### src/rtl/dmem_arb_pkg.sv
// -----------------------------------------------------------------------------
// dmem_arb_pkg
// Shared types for the data-memory arbiter. These are the arbiter FSM states,
// the read owner, and the read tag that travels alongside each in-flight load.
// -----------------------------------------------------------------------------
package dmem_arb_pkg;

    // Arbiter FSM: idle (vector command accepted here) or streaming a burst.
    typedef enum logic {
        IDLE   = 1'b0,
        VBURST = 1'b1
    } arb_state_t;

    // Requester that issued a read; selects which rvalid fires on return.
    typedef enum logic {
        OWN_SCALAR = 1'b0,
        OWN_VECTOR = 1'b1
    } owner_t;

    // Tag carried through the read-latency pipe for every issued access.
    typedef struct packed {
        logic   valid;   // access was a read; data will come back
        owner_t owner;   // who gets the data
        logic   last;    // final beat of a vector burst
    } rd_tag_t;

endpackage

### src/rtl/dmem_rd_tag_pipe.sv
// -----------------------------------------------------------------------------
// dmem_rd_tag_pipe
// DEPTH-deep shift register of read tags. A tag pushed in the issue cycle
// leaves the pipe exactly when the memory presents that read's data.
//
// Ports:
//   clk      - clock
//   reset    - asynchronous active-low reset; clears all tags
//   pushTag  - tag of the access issued this cycle (valid=0 for writes/idle)
//   popTag   - tag whose read data is on mem_rd this cycle
//   anyValid - at least one read is still in flight
// -----------------------------------------------------------------------------
module dmem_rd_tag_pipe
    import dmem_arb_pkg::*;
#(
    parameter int DEPTH = 1
) (
    input  logic    clk,
    input  logic    reset,
    input  rd_tag_t pushTag,
    output rd_tag_t popTag,
    output logic    anyValid
);

    rd_tag_t stage [DEPTH];

    // NOTE: this storage is reset on purpose, unlike a data RAM: clearing the
    // valid bits is what drops in-flight reads when reset hits mid-burst.
    always_ff @(posedge clk or negedge reset) begin
        if (!reset) begin
            for (int i = 0; i < DEPTH; i++) begin
                stage[i] <= '0;
            end
        end else begin
            stage[0] <= pushTag;
            for (int i = 1; i < DEPTH; i++) begin
                stage[i] <= stage[i-1];
            end
        end
    end

    assign popTag = stage[DEPTH-1];

    always_comb begin
        anyValid = 1'b0;
        for (int i = 0; i < DEPTH; i++) begin
            anyValid = anyValid | stage[i].valid;
        end
    end

endmodule

### src/rtl/dmem_arbiter.sv
// -----------------------------------------------------------------------------
// dmem_arbiter
// Shares a single-port data memory between the scalar memory stage (one beat
// per access) and the vector LSU (bursts of BURST_LEN beats). Scalar has
// priority, but a pending vector beat may lose at most MAX_WAIT cycles in a
// row. Read data is routed back to its issuer using tags that travel through
// an RD_LAT-deep pipe.
//
// Configuration:
//   DMEM_ARB_STATS_EN - when defined, stat_conflicts is a saturating count of
//                       contended cycles; otherwise it is tied to zero.
//
// Ports:
//   clk, reset          - clock, asynchronous active-low reset
//   s_valid/s_we/s_addr/s_wdata  - scalar request
//   s_ready             - scalar access issued this cycle
//   s_rvalid/s_rdata    - scalar read return
//   v_valid/v_we/v_base - vector burst command, v_ready accepts it
//   v_wdata/v_wpop      - store beat data and its consume strobe
//   v_rvalid/v_rdata/v_rlast - vector read beat return
//   mem_we/mem_addr/mem_wd/mem_rd - single-port memory interface
//   busy                - burst active or reads in flight
//   stat_conflicts      - contention counter (optional)
// -----------------------------------------------------------------------------
module dmem_arbiter
    import dmem_arb_pkg::*;
#(
    parameter int AW        = 64,
    parameter int DW        = 64,
    parameter int BURST_LEN = 4,
    parameter int RD_LAT    = 1,
    parameter int MAX_WAIT  = 3
) (
    input  logic          clk,
    input  logic          reset,
    input  logic          s_valid,
    input  logic          s_we,
    input  logic [AW-1:0] s_addr,
    input  logic [DW-1:0] s_wdata,
    output logic          s_ready,
    output logic          s_rvalid,
    output logic [DW-1:0] s_rdata,
    input  logic          v_valid,
    input  logic          v_we,
    input  logic [AW-1:0] v_base,
    output logic          v_ready,
    input  logic [DW-1:0] v_wdata,
    output logic          v_wpop,
    output logic          v_rvalid,
    output logic [DW-1:0] v_rdata,
    output logic          v_rlast,
    output logic          mem_we,
    output logic [AW-1:0] mem_addr,
    output logic [DW-1:0] mem_wd,
    input  logic [DW-1:0] mem_rd,
    output logic          busy,
    output logic [15:0]   stat_conflicts
);

    localparam int BW     = $clog2(BURST_LEN);
    localparam int WW     = (MAX_WAIT < 1) ? 1 : $clog2(MAX_WAIT + 1);
    localparam int STRIDE = DW / 8;

    arb_state_t    state;
    logic [BW-1:0] beatCnt;
    logic [WW-1:0] waitCnt;
    logic          vWeQ;
    logic [AW-1:0] vBaseQ;

    logic          vecPending;
    logic          forceVec;
    logic          scalarGrant;
    logic          vecGrant;
    logic          lastBeat;
    logic [AW-1:0] vecAddr;
    rd_tag_t       pushTag;
    rd_tag_t       popTag;
    logic          tagBusy;

    // Grant decision. Reset forces state to IDLE asynchronously, so gating the
    // scalar grant with reset is enough to hold every issue output at zero.
    // NOTE: every always_comb output gets a default at the top so no path
    // leaves it unassigned and no latch is inferred.
    always_comb begin
        vecPending  = (state == VBURST);
        forceVec    = vecPending && (waitCnt == WW'(MAX_WAIT));
        scalarGrant = reset && s_valid && !forceVec;
        vecGrant    = vecPending && !scalarGrant;
        lastBeat    = (beatCnt == BW'(BURST_LEN - 1));
        // Address wraps modulo 2^AW by construction of the AW-bit add.
        vecAddr     = vBaseQ + (AW'(beatCnt) * AW'(STRIDE));

        pushTag       = '0;
        pushTag.valid = (scalarGrant && !s_we) || (vecGrant && !vWeQ);
        pushTag.owner = vecGrant ? OWN_VECTOR : OWN_SCALAR;
        pushTag.last  = vecGrant && lastBeat;
    end

    // Burst FSM with beat and starvation counters.
    // NOTE: state registers use non-blocking assignments so every flop
    // samples the pre-edge values regardless of statement order.
    always_ff @(posedge clk or negedge reset) begin
        if (!reset) begin
            state   <= IDLE;
            beatCnt <= '0;
            waitCnt <= '0;
            vWeQ    <= 1'b0;
            vBaseQ  <= '0;
        end else begin
            case (state)
                IDLE: begin
                    if (v_valid) begin
                        vWeQ    <= v_we;
                        vBaseQ  <= v_base;
                        beatCnt <= '0;
                        waitCnt <= '0;
                        state   <= VBURST;
                    end
                end
                VBURST: begin
                    if (vecGrant) begin
                        waitCnt <= '0;
                        if (lastBeat) begin
                            beatCnt <= '0;
                            state   <= IDLE;
                        end else begin
                            beatCnt <= beatCnt + BW'(1);
                        end
                    end else if (scalarGrant) begin
                        waitCnt <= waitCnt + WW'(1);
                    end
                end
                default: state <= IDLE;
            endcase
        end
    end

    dmem_rd_tag_pipe #(
        .DEPTH (RD_LAT)
    ) u_tag_pipe (
        .clk      (clk),
        .reset    (reset),
        .pushTag  (pushTag),
        .popTag   (popTag),
        .anyValid (tagBusy)
    );

    // Issue side.
    assign s_ready  = scalarGrant;
    assign v_ready  = reset && (state == IDLE);
    assign v_wpop   = vecGrant && vWeQ;
    assign mem_we   = scalarGrant ? s_we : v_wpop;
    assign mem_addr = scalarGrant ? s_addr  : (vecGrant ? vecAddr : '0);
    assign mem_wd   = scalarGrant ? s_wdata : (v_wpop ? v_wdata : '0);

    // Return side: the tag leaving the pipe belongs to the data on mem_rd.
    assign s_rvalid = popTag.valid && (popTag.owner == OWN_SCALAR);
    assign v_rvalid = popTag.valid && (popTag.owner == OWN_VECTOR);
    assign v_rlast  = v_rvalid && popTag.last;
    assign s_rdata  = s_rvalid ? mem_rd : '0;
    assign v_rdata  = v_rvalid ? mem_rd : '0;

    assign busy = vecPending || tagBusy;

`ifdef DMEM_ARB_STATS_EN
    logic        conflict;
    logic [15:0] statCnt;

    // Contended cycle: scalar jumped a pending beat, or scalar was held off.
    assign conflict = (vecPending && scalarGrant) || (reset && s_valid && !scalarGrant);

    always_ff @(posedge clk or negedge reset) begin
        if (!reset) begin
            statCnt <= '0;
        end else if (conflict && (statCnt != 16'hFFFF)) begin
            statCnt <= statCnt + 16'd1;
        end
    end

    assign stat_conflicts = statCnt;
`else
    assign stat_conflicts = '0;
`endif

endmodule

### config.mk
export PLATFORM = sky130hd
export DESIGN_NAME = dmem_arbiter
export DESIGN_NICKNAME = d
export VERILOG_FILES = /design/src/rtl/dmem_arb_pkg.sv /design/src/rtl/dmem_rd_tag_pipe.sv /design/src/rtl/dmem_arbiter.sv
export SDC_FILE = /design/constraint.sdc
export NUM_CORES = 1
export LEC_CHECK = 0
export CAP_MARGIN = 20
export CORE_AREA = 5 5 233 235
export DETAILED_ROUTE_END_ITERATION = 10
export DIE_AREA = 0 0 238 240
export SLEW_MARGIN = 40
export SYNTH_ARGS = -nofsm -noshare
export SYNTH_HDL_FRONTEND = slang
export SYNTH_SLANG_ARGS = --single-unit
### constraint.sdc
create_clock -name clk -period 4.1 [get_ports clk]
set_clock_uncertainty 0.1 [all_clocks]
set_input_delay 0.82 -clock clk [delete_from_list [all_inputs] [get_ports clk]]
set_output_delay 0.82 -clock clk [all_outputs]
set_load 0.01 [all_outputs]
Word-level counts from Yosys, hierarchy flattened --
Index checks and enable logic that the tools add are counted.
Cells by class: eq/ne operators 5, multiplexer cells 19, $add $sub $neg 3, bitwise gates (word level) 2, reductions and logical operators 21
Operators by type and width (number):
- two-way mux 64 bit | 6
- adder 64 x 5 -> 64 bit | 1
- logical AND 1 bit | 12
- two-way mux 2 bit | 5
- one-hot mux 2 bit (2 select lines) | 2
- AND reduction 2 bit | 3
- two-way mux 1 bit | 5
- adder 2 x 1 -> 2 bit (second input constant) | 2
- equality test 2 bit (second input constant) | 2
- zero test 1 bit | 4
- != test 3 x 1 -> 1 bit (second input constant) | 1
- logical OR 1 bit | 2
- != test 2 x 1 -> 1 bit (second input constant) | 1
- != test 2 bit (second input constant) | 1
- NOT 1 bit | 2
- one-hot mux 1 bit (2 select lines) | 1
Storage, ports and cells: input port bits 326, output and inout bits 280, register bits 73, logic and storage cells 58

Depth between registers and ports, before layout --
Gate-level depths: netlist of the first run.
word-level depth 9, gate-level depth with buffers 9, depth with buffers taken out 8

By module --
From an unflattened synthesis of the first run, not the netlist that was laid out.
Second synthesis, totals: cells, all modules 771, area total of the unflattened synthesis 6413.7 µm²
Modules (own cells, without submodules):
- dmem_arbiter | area each 6331.1 µm², cells each 767, instances 1
- dmem_rd_tag_pipe | area each 82.6 µm², cells each 4, instances 1

Worst setup path after synthesis of the first run --
No wires, ideal clock.
kind flip-flop to output port, from register beatCnt[0], to output port mem_addr[63], required time 3.180 ns, stages on the path, launching flop included 9, buffers on the path 0, path slack 0.604 ns, data arrival time 2.576 ns, cell sequence dfrtp_1 > ha_1 > inv_1 > fa_1 > nand3b_1 > nor4_4 > or4b_4 > or4_1 > nand3_1
Between the ends: longest elaborated chain between the ends 3
Ends and longest elaborated chain:
- from (decl) | line dmem_arbiter.sv:65 | logic [BW-1:0] beatCnt;
- from (signal assigned) | line dmem_arbiter.sv:127 | beatCnt <= beatCnt + BW'(1);
- adder 64 x 5 -> 64 bit | line dmem_arbiter.sv:91 | vecAddr = vBaseQ + (AW'(beatCnt) * AW'(STRIDE));
- two-way mux 64 bit (2 in series) | line dmem_arbiter.sv:153 | assign mem_addr = scalarGrant ? s_addr : (vecGrant ? vecAddr : '0);
- to (decl) | line dmem_arbiter.sv:53 | output logic [AW-1:0] mem_addr,
No other way between the ends.

Worst setup path in the final report of the first run --
from input port s_valid, to output port mem_wd[7]
Between the ends: longest elaborated chain between the ends 7
Ends and longest elaborated chain:
- from (decl) | line dmem_arbiter.sv:36 | input logic s_valid,
- logical AND 1 bit (*) (2 in series) | line dmem_arbiter.sv:87 | scalarGrant = reset && s_valid && !forceVec;
- zero test 1 bit | line dmem_arbiter.sv:88 | vecGrant = vecPending && !scalarGrant;
- logical AND 1 bit | line dmem_arbiter.sv:88
- logical AND 1 bit | line dmem_arbiter.sv:151 | assign v_wpop = vecGrant && vWeQ;
- two-way mux 64 bit | line dmem_arbiter.sv:154 | assign mem_wd = scalarGrant ? s_wdata : (v_wpop ? v_wdata : '0);
- two-way mux 64 bit (*) | line dmem_arbiter.sv:154
- to (decl) | line dmem_arbiter.sv:54 | output logic [DW-1:0] mem_wd,
Every way passes the cells marked *; elsewhere a longest branch is shown, timed or not.

==> flow_summary.yaml, run 1 <==
outcome:
  status: "finished, final reports clean"
sta:
  hold_viol: 0
  fin_crit_sh: 0.980
  fin_crit_ns: 4.02
  finalSetupViolCount: 0
  rsz0062_at_grt: "true"
  fmax_ghz: 0.249
  hold_slack_ns: 0.397
  timing.slew.headroom: 0.513
  drv_slew: 0
  fin_setup_tns_ns: 0
  worst_pin_slew_ns: 0.729
routing:
  first_iter_violations: 425
  vias: 9149
  wirelength_um: 51300
  wl_per_cell_um: 24.3
  viasPerCell: 4.34
  drc_errors: 0
  ant_nets: 0
  drt_pre_antenna_iters: 5
clock_tree:
  clk_pin_slew_ns: 0.07
  clock_latency_ns: 0.33
  cts_buffers: 9
  htree_levels: 3
  clock_tree.buffer_depth: 2
  clkSinkCount: 73
  cts-root-buf: "clkbuf_16"
  cts_tree: "yes"
  cts_hold_buf: 0
placement:
  io_buffers: 589
  place.gp.congestion: 0.904
  dpl.hpwl_um: 44200
  placed_cells: 2070
floorplanning:
  core_area_um2: 52000
  die_x_um: 238
  die_h_um: 240
  rows: 84
  start_util: 0.130
  die_area_um2: 57100
  ios: 606
logic_synthesis:
  synthCells: 822
  yosys.area.top_type: "dfrtp_1"
  muxShareOfSynthArea: 0.108
  syn_area_um2: 6760
  ys_ff_latch: 73
  synth-xor-area-share: 0.0492
  synth_top_area_share: 0.270
  synth_commonest_cells: "nand2_1 (92), and3_1 (78), dfrtp_1 (73), and2_1 (69), a22o_1 (65)"
  yosys_warnings: 0
  synth_simple_gate_area_share: 0.344
  synth.distinct_cells: 51
  synth_ff_type: "dfrtp_1"
  synth_top_family_by_area: "simple AND/OR/NAND/NOR gates"
  async_reset_ff_frac: 1.00
  avgSynthCellArea_um2: 8.23
  ys_top_cells_by_area: "dfrtp_1 (27%), mux2_2 (10%), a22o_1 (8.4%)"
  synth_most_common_cell: "nand2_1"
  synth-edff-count: 0
  ys_seq_area_frac: 0.270
  synth_compound_area_frac: 0.154
  synthAdderAreaFrac: 0.0104
worst_setup_path:
  r2r_start: "state"
  r2r_cells: 4
  critPathKind: "in -> out"
  r2r-end: "vBaseQ[48]"
  startpoint_type: "input port"
  r2r_slack_ns: 1.95
  startpoint: "s_valid"
  critical_path.endpoint_type: "primary output"
  worst_ep_arrival_time_ns: 3.10
  worstPathMaxFanout: 50
  cp.required_ns: 3.18
  setup.worst_path.end: "mem_wd[7]"
grt:
  grt_pass1_wl_um: 68900
  grt_pass1_vias: 9178
  grt_use_total: 0.165
  grt_max_degree: 68
  globalRouteOverflowTotal: 0
  antenna_found_initial: 37
pwr:
  irDropWorstVdd_mv: 0.286
  power_density_nw_per_um2: 533
  power.leakage_nw: 5.46
  power_mw: 7.51
cells_and_area:
  fin_cells: 2110
  nets: 1731
  drive_gt1_frac: 0.120
  post-route-util: 0.271
  syn_to_final_growth_pct: 108
run:
  max_cap_viol_count: 0
worst_hold_path:
  hold_path_class: "reg -> reg"
## critical path, stage by stage
cell             delay (ns)
clkdlybuf4s50_1        0.46
nand2_1                0.10
a21o_1                 0.22
inv_4                  0.22
buf_12                 0.22
buf_12                 0.25
a22o_1                 0.22
clkdlybuf4s50_1        0.56
## final cells by class
type | instances | area (µm²)
Clock inverter | 6 | 50.0
Timing Repair Buffer | 641 | 6350
Inverter | 9 | 36.3
Tap cell | 688 | 861
Fill cell | 5588 | 37900
Clock buffer | 10 | 239
Sequential cell | 73 | 1830
Antenna cell | 17 | 42.5
Multi-Input combinational cell | 666 | 4690
## logic make-up (layout without fill, tap and decap cells)
kind of cell / Yosys count / in the layout
AO/OA/AOI/OAI: 140 / 140
XOR/XNOR: 38 / 38
adder cells (fa/ha/maj): 5 / 5
buffers and inverters: 98 / 666
flip-flops: 73 / 73
multiplexers: 65 / 65
other: 1 / 33
AND/OR/NAND/NOR: 402 / 402
## per-layer routing
metal  track usage  share of wire  vias to the layer above
met5             0         0.0041                        -
met4        0.0343          0.022                       32
met3        0.0790           0.11                       70
met2         0.264           0.45                      478
met1         0.204           0.41                     4375
li1              -              -                     4194
## worst min-delay path by stage
stage,from,endpoint,depth (start not counted),slack (ns)
2_1_floorplan,vWeQ,u_tag_pipe.anyValid,1,0.34
3_3_place_gp,waitCnt[0],waitCnt[0],1,0.37
3_5_place_dp,waitCnt[0],waitCnt[0],1,0.39
4_1_cts,waitCnt[0],waitCnt[0],1,0.40
5_1_grt,waitCnt[0],waitCnt[0],1,0.42
6_report,waitCnt[0],waitCnt[0],1,0.40
## power breakdown
group | internal, mW | switching [mW]
clock | 0.434 | 0.363
sequential | 1.08 | 0.517
combinational | 2.71 | 2.41
## stage by stage
step           setup slack (ns)  instance area, µm²
6_report                 0.0830               14100
5_1_grt                 -0.0376               14100
4_1_cts                 -0.0809               14000
3_5_place_dp             0.0108               13600
3_3_place_gp             0.0369               13600
2_1_floorplan             0.604                6820
## timing repair
| action | in CTS | in global routing |
|---|---|---|
| endpoints found under the setup margin | 30 | 28 |
| pin swaps | 7 | 2 |
| setup buffers | 7 | 0 |
| resized for setup | 34 | 15 |
| endpoints found under the hold margin | 0 | 0 |
## sequential cells by signal, indices dropped and copies added, names as in the netlist
register	count
beatCnt	2
state	1
u_tag_pipe.anyValid	1
u_tag_pipe.popTag	2
vBaseQ	64
vWeQ	1
waitCnt	2
## cell usage in the layout, fill, tap and decap left out, drive strengths merged, types with 3 or more instances in the layout
| cell type | count |
|---|---|
| a21o | 3 |
| a21oi | 3 |
| a22o | 65 |
| a32oi | 8 |
| and2 | 70 |
| and3 | 79 |
| and4 | 11 |
| buf | 57 |
| clkbuf | 10 |
| clkdlybuf4s50 | 573 |
| conb | 16 |
| dfrtp | 73 |
| diode | 17 |
| dlygate4sd2 | 6 |
| dlymetal6s2s | 4 |
| ha | 4 |
| inv | 11 |
| mux2 | 62 |
| mux2i | 3 |
| nand2 | 92 |
| nand2b | 6 |
| nand3 | 49 |
| nand4 | 30 |
| nor2 | 8 |
| nor3 | 12 |
| nor4 | 17 |
| nor4b | 3 |
| o2111ai | 5 |
| o211ai | 6 |
| o21ai | 41 |
| o31ai | 5 |
| or4 | 16 |
| xnor2 | 25 |
| xor2 | 13 |
No activity file was read; power rests on OpenSTA's default activity.
==> run 2, diff against run 1 <==
CELL_PAD_IN_SITES_DETAIL_PLACEMENT = 2   (was default)
CELL_PAD_IN_SITES_GLOBAL_PLACEMENT = 2   (was default)
CORE_AREA = 5 5 232 234   (was 5 5 233 235)
DIE_AREA = 0 0 237 239   (was 0 0 238 240)
PLACE_DENSITY_LB_ADDON = 0.1   (was default)
==> flow_summary.yaml, run 2 (synthesis results as in run 1) <==
outcome:
  status: "finished, final reports clean"
clock_tree:
  clk_pin_slew_ns: 0.07
  htree_levels: 3
  clock_tree.buffer_depth: 2
  cts_tree: "yes"
  cts-root-buf: "clkbuf_16"
  cts_buffers: 9
  cts_hold_buf: 0
  clkSinkCount: 73
  clock_latency_ns: 0.36
sta:
  fmax_ghz: 0.253
  rsz0062_at_grt: "false"
  worst_pin_slew_ns: 0.693
  hold_viol: 0
  worst_slack_ns: 0.143
  fin_crit_sh: 0.965
  finalSetupViolCount: 0
  drv_slew: 0
  fin_setup_tns_ns: 0
  fin_crit_ns: 3.96
  timing.slew.headroom: 0.538
cells_and_area:
  nets: 1743
  largest_register: "vBaseQ"
  fill_cells: 5892
  layout_commonest_cell: "clkdlybuf4s50_1"
  final_cell_mix: "clkdlybuf4s50_1 (569), nand2_1 (92), and3_1 (77)"
  post-route-util: 0.273
  syn_to_final_growth_pct: 109
  largest_register_ffs: 64
  drive_gt1_frac: 0.126
pwr:
  irDropWorstVdd_mv: 0.179
  power_density_nw_per_um2: 546
  power.leakage_nw: 5.51
  power_mw: 7.73
routing:
  first_iter_violations: 348
  viasPerCell: 4.25
  wl_per_cell_um: 25.1
  drc_errors: 0
  ant_nets: 0
  vias: 9003
  drt_pre_antenna_iters: 4
  wirelength_um: 53300
worst_setup_path:
  worstPathMaxFanout: 4
  startpoint_type: "register"
  cp.required_ns: 3.18
  worst_ep_arrival_time_ns: 3.04
  slowest_delay_ns: 0.56
  crit_chain: "ha_2 -> inv_1 -> fa_2 -> nand3b_1 -> nor4_4 -> or4b_4 -> or4_1 -> nand3_1 -> buf_2"
  r2r_cells: 4
  slowest_stage: "or4b_4"
  critical_path.endpoint_type: "primary output"
  critPathKind: "reg -> out"
floorplanning:
  start_util: 0.131
  core_area_um2: 51800
  rows: 84
  ios: 606
  die_h_um: 239
  die_x_um: 237
  die_area_um2: 56600
grt:
  grt_use_total: 0.177
  grt_pass1_wl_um: 74200
  globalRouteOverflowTotal: 0
  grt_max_degree: 68
  antenna_found_initial: 22
  grt_pass1_vias: 9838
placement:
  place.gp.congestion: 0.860
  io_buffers: 589
  dpl.hpwl_um: 44400
  post-place-ws_ns: -0.0758
worst_hold_path:
  whs_path_depth: 1
  hold_path_class: "reg -> reg"
run:
  max_cap_viol_count: 0
[run 2: cell types whose count changed in the layout (fill, tap and decap cells not counted), sizes merged, moves of 2 or more]
cell	delta
buf	+10
dlygate4sd2	+6
dlymetal6s2s	-3
clkinv	-2
clkdlybuf4s50	-4
clkbuf	+7
diode	-3
[run 2: final timing paths]
kind	startpoint	to	slack, ns
setup / recovery	beatCnt[0]	mem_addr[63]	0.14
hold / removal	vWeQ	u_tag_pipe.anyValid	0.40
setup reg to reg	state	vBaseQ[55]	1.96
hold reg to reg	vWeQ	u_tag_pipe.anyValid	0.40
max in group asynchronous	reset	u_tag_pipe.popTag[1]	2.27
min in group asynchronous	reset	vBaseQ[30]	0.51
[run 2: power breakdown]
group | internal, mW | switching, mW
clock | 0.525 | 0.356
sequential | 1.08 | 0.593
combinational | 2.75 | 2.43
total | 4.36 | 3.38
[run 2: timing repair]
| action | in CTS | in global routing |
|---|---|---|
| buffers inserted | 2 | 3 |
| pin swaps | 2 | 2 |
| endpoints found under the setup margin | 27 | 17 |
| resized for setup | 34 | 15 |
[run 2: per-stage QoR]
stage	hold slack (ns)	cells	cell area (µm²)
after global placement	0.379	2084	13700
final	0.397	2119	14200
after detailed placement	0.393	2084	13700
after global routing	0.428	2109	14100
after CTS	0.402	2102	14100
after floorplan	0.344	837	6820
[run 2: per-layer routing]
metal	track usage	vias up	wire, µm
met3	0.0583	36	3690
met5	0	-	100
met2	0.300	316	25900
li1	-	4211	-
met4	0.0283	16	436
met1	0.223	4424	23100
[run 2: critical path, delay by kind of cell (launching register included)]
kind,cells,cell delay [ns]
fa+ha+maj,2,0.55
buf+inv,2,0.20
flops,1,0.35
simple gates,5,1.58
[run 2: layout make-up]
| class | instances | area [µm²] | share of cell area |
|---|---|---|---|
| Clock inverter | 3 | 46.3 | 0.00327 |
| Clock buffer | 13 | 270 | 0.0191 |
| Sequential cell | 73 | 1830 | 0.129 |
| Timing Repair Buffer | 653 | 6420 | 0.453 |
| Inverter | 9 | 36.3 | 0.00256 |
| Tap cell | 688 | 861 | 0.0608 |
| Antenna cell | 14 | 35.0 | 0.00247 |
| Multi-Input combinational cell | 666 | 4660 | 0.329 |
